--- src/rtl/pc_call_stack.sv ---
// Program counter with an integrated return-address stack.
// Controls are prioritised: ret > call > load > rel > inc > hold. Stall freezes everything but reset.
module pc_call_stack #(
    parameter int unsigned        WIDTH       = 16,
    parameter int unsigned        DEPTH       = 8,
    parameter logic [WIDTH-1:0]   RESET_VALUE = '0,
    localparam int unsigned       CW          = $clog2(DEPTH + 1)
) (
    input  logic             clock,
    input  logic             reset,
    input  logic [WIDTH-1:0] in,
    input  logic             load,
    input  logic             inc,
    input  logic             rel,
    input  logic             call,
    input  logic             ret,
    input  logic             stall,
    output logic [WIDTH-1:0] out,
    output logic [CW-1:0]    count,
    output logic             full,
    output logic             empty,
    output logic             overflow,
    output logic             underflow
);

    localparam int unsigned   AW      = (DEPTH > 1) ? $clog2(DEPTH) : 1;
    localparam logic [CW-1:0] DEPTH_C = CW'(DEPTH);

    logic [WIDTH-1:0] out_q, out_d;
    logic [CW-1:0]    count_q, count_d;
    logic             overflow_q, overflow_d;
    logic             underflow_q, underflow_d;
    logic [WIDTH-1:0] stack_q [DEPTH];

    logic [WIDTH-1:0] pc_plus_one;
    logic [AW-1:0]    top_idx;
    logic [AW-1:0]    wr_idx;
    logic             push_en;

    assign pc_plus_one = out_q + WIDTH'(1);
    assign top_idx     = AW'(count_q - CW'(1));
    // Only used when count_q < DEPTH, so it always fits the index width.
    assign wr_idx      = AW'(count_q);

    always_comb begin
        out_d       = out_q;
        count_d     = count_q;
        overflow_d  = overflow_q;
        underflow_d = underflow_q;
        push_en     = 1'b0;
        if (!stall) begin
            if (ret) begin
                if (count_q != '0) begin
                    out_d   = stack_q[top_idx];
                    count_d = count_q - CW'(1);
                end else begin
                    underflow_d = 1'b1;
                end
            end else if (call) begin
                // The jump is taken even when the stack is full; only the push is dropped.
                out_d = in;
                if (count_q != DEPTH_C) begin
                    push_en = 1'b1;
                    count_d = count_q + CW'(1);
                end else begin
                    overflow_d = 1'b1;
                end
            end else if (load) begin
                out_d = in;
            end else if (rel) begin
                out_d = out_q + in;
            end else if (inc) begin
                out_d = pc_plus_one;
            end
        end
    end

    always_ff @(posedge clock) begin
        if (reset) begin
            out_q       <= RESET_VALUE;
            count_q     <= '0;
            overflow_q  <= 1'b0;
            underflow_q <= 1'b0;
        end else begin
            out_q       <= out_d;
            count_q     <= count_d;
            overflow_q  <= overflow_d;
            underflow_q <= underflow_d;
        end
    end

    always_ff @(posedge clock) begin
        if (!reset && push_en) begin
            stack_q[wr_idx] <= pc_plus_one;
        end
    end

    assign out       = out_q;
    assign count     = count_q;
    assign full      = (count_q == DEPTH_C);
    assign empty     = (count_q == '0);
    assign overflow  = overflow_q;
    assign underflow = underflow_q;

endmodule
--- config.mk ---
export PLATFORM = sky130hd
export DESIGN_NAME = pc_call_stack
export DESIGN_NICKNAME = d
export VERILOG_FILES = /design/src/rtl/pc_call_stack.sv
export SDC_FILE = /design/constraint.sdc
export NUM_CORES = 1
export LEC_CHECK = 0
export CORE_ASPECT_RATIO = 1.4
export CORE_MARGIN = 2
export CORE_UTILIZATION = 40
export CTS_CLUSTER_SIZE = 10
export DETAILED_ROUTE_END_ITERATION = 7
export GPL_TIMING_DRIVEN = 0
export SETUP_SLACK_MARGIN = 0.15
export SLEW_MARGIN = 20
export SYNTH_ARGS = -nofsm -noshare
export SYNTH_HDL_FRONTEND = slang
export SYNTH_SLANG_ARGS = --single-unit
--- constraint.sdc ---
create_clock -name clock -period 10.6 [get_ports clock]
set_input_delay 1.59 -clock clock [delete_from_list [all_inputs] [get_ports clock]]
set_output_delay 1.59 -clock clock [all_outputs]
set_load 0.05 [all_outputs]
==> impl_metrics.json <==
{
  "status": "finished, final reports clean",
  "yosysMostFrequentCell": "edfxtp_1",
  "crit_buf_inv": 4,
  "hold_violations": 0,
  "synth_nets": 583,
  "diodes": 0,
  "max_slew_margin_pct": 29.0,
  "required_ps": 9010,
  "area_growth_pct": 19.2,
  "cpMaxStageDelayCell": "clkdlybuf4s50_1",
  "die_area_um2": 19600,
  "tightest_slew_ps": 1060,
  "die_w_um": 119,
  "utilization_pct": 48.9,
  "drive_gt1_share_pct": 17.3,
  "crit_path_max_fanout": 10,
  "synth_edf_count": 128,
  "fin_crit_ps": 4440,
  "cp_common_cell": "buf_2",
  "antenna_found_initial": 0,
  "path_delay_family": "buffers and inverters",
  "setup_viol": 0,
  "max_clock_freq_mhz": 225,
  "vias": 4991,
  "worstPathArrival_ps": 2850,
  "fp-row-count": 58,
  "grt_max_degree": 17,
  "cts_resized": 0,
  "worstPathCellList": "buf_2 -> buf_2 -> inv_1 -> ha_1 -> nor3b_1 -> clkdlybuf4s50_1",
  "htree_levels": 4,
  "rsz0062_at_grt": "no",
  "root_buffer": "clkbuf_16",
  "drtIter0Drc": 336,
  "vias_per_cell": 5.76,
  "start_kind": "flip-flop",
  "insertion_delay_ps": 410,
  "yosysTopAreaCellShare_pct": 52.1,
  "ir_worst_vdd_mv": 0.0961,
  "drt_wl_total_mm": 19.4,
  "ys_types": 62,
  "tns_ps": 0,
  "ys_warn_count": 0,
  "synth_cells": 540,
  "drv_slew": 0,
  "worstSetupPathType": "reg -> out",
  "ant_nets": 0,
  "drc": 0,
  "powerDensity_nw_per_um2": 181,
  "routabilityCongestion": 0.908,
  "yosys-top-cells-count": "128 x edfxtp_1, 35 x nor2_1, 32 x mux4_2",
  "layout.nets": 657,
  "port_buffers": 45,
  "timing.final.crit_share_pct": 41.9,
  "synth-seq-cells": 150,
  "gr-usage-all-layers_pct": 20.6,
  "ys.flop_type": "edfxtp_1",
  "async_flop_share_pct": 0,
  "synth_largest_area_cell": "edfxtp_1",
  "multiInputGateArea_um2": 2940,
  "start_util_pct": 41.0,
  "post_cts_buffers": 0,
  "cts_hold_buf": 0,
  "drtPass1Iterations": 5,
  "cts_sinks": 150,
  "cts_tree": "done",
  "core_area_um2": 18000,
  "cts_buffers": 17,
  "overflow": 0,
  "regArea_um2": 4280,
  "die_h_um": 165,
  "syn_area_per_cell_um2": 13.7,
  "grt_pass1_wl_mm": 29.9,
  "cp_slowest_stage_delay_ps": 870,
  "boundaryPins": 48,
  "dp_hpwl_mm": 14.6,
  "fillerInstances": 1610,
  "detail_route.wl_per_cell_um": 22.5,
  "hp-class": "reg -> reg",
  "p_leak_nw": 3.04,
  "ys_seq_area_share_pct": 58.1,
  "synth_area_leaders": "edfxtp_1 52%, mux4_2 9.8%, dfxtp_1 6.0%",
  "cts_buffer_depth": 2,
  "endpoint_kind": "primary output",
  "cts.clk_slew.worst_paths_ps": 70,
  "grt_pass1_vias": 5139,
  "synth_area_um2": 7380,
  "clock_skew_ps": 12.4,
  "maxCapViolCount": 0
}
## power by group
part / switching, mW / leakage [nW] / internal (mW) / total, mW
Clock: 0.229 / 0.253 / 0.320 / 0.549
Sequential: 0.0207 / 1.35 / 0.666 / 0.687
Combinational: 0.216 / 1.44 / 0.145 / 0.361
Total: 0.466 / 3.04 / 1.13 / 1.60
## cell type report
| type | instances | area share [%] |
|---|---|---|
| Buffer | 30 | 1.55 |
| Clock buffer | 18 | 4.88 |
| Clock inverter | 13 | 1.24 |
| Inverter | 12 | 0.512 |
| Multi-Input combinational cell | 348 | 33.4 |
| Sequential cell | 150 | 48.7 |
| Tap cell | 240 | 3.41 |
| Timing Repair Buffer | 55 | 6.31 |
## layer usage
metal  wire, um  part of all wire [%]  track usage, %
met5          0                     0               0
met4        750                   3.9            10.9
met3        595                   3.1            2.94
met2      10400                    53            37.4
met1       7740                    40            23.6
## registers in the layout (all words and copies together), names as in the netlist
signal,flops
count,4
overflow,1
underflow,1
stack_q,128
out,16
## tightest hold or removal path, delay by kind of cell (launching register included)
family          cells  cell delay [ps]
compound gates      1               50
flops               1              340
simple gates        1               70
## worst paths after layout
kind | start | endpoint | slack, ps | depth (start not counted)
worst max-delay path | count[0] | empty | 6160 | 6
worst min-delay path | overflow | overflow | 490 | 2
worst max register to register | count[0] | out[14] | 6900 | 12
worst min register to register | overflow | overflow | 490 | 2
## logic make-up (layout without fill, tap and decap cells)
| family | after synthesis | count (layout) | synth area share, % |
|---|---|---|---|
| buffers and inverters | 42 | 128 | 2.46 |
| muxes | 58 | 58 | 13.6 |
| xor gates and xnor gates | 25 | 25 | 2.97 |
| DFF | 150 | 150 | 58.1 |
| and+or+nand+nor | 131 | 131 | 9.04 |
| AOI/OAI and AO/OA | 115 | 115 | 10.5 |
| adders and majority gates | 19 | 19 | 3.32 |
## through the flow
step	cells	total power, mW	cell area, um^2	setup WS (ps)	hold slack [ps]
after floorplan	540	0.943	7380	6460	739
after global placement	825	1.05	8130	5100	455
after detailed placement	835	1.06	8260	6230	467
after CTS	866	1.61	8800	6120	484
after global routing	866	1.66	8800	6020	502
final	866	1.60	8800	6160	487
## cell usage in the layout, fill, tap and decap left out, types with 13 or more instances in the layout
cell	count
edfxtp_1	128
clkdlybuf4s50_1	45
mux4_2	32
nor2_1	29
a21oi_1	29
nand2_1	26
dfxtp_1	22
o21ai_0	20
ha_1	18
clkbuf_16	17
clkbuf_1	16
mux2i_1	15
nand3_1	14
xnor2_1	13
(Power assumes the default switching activity.)
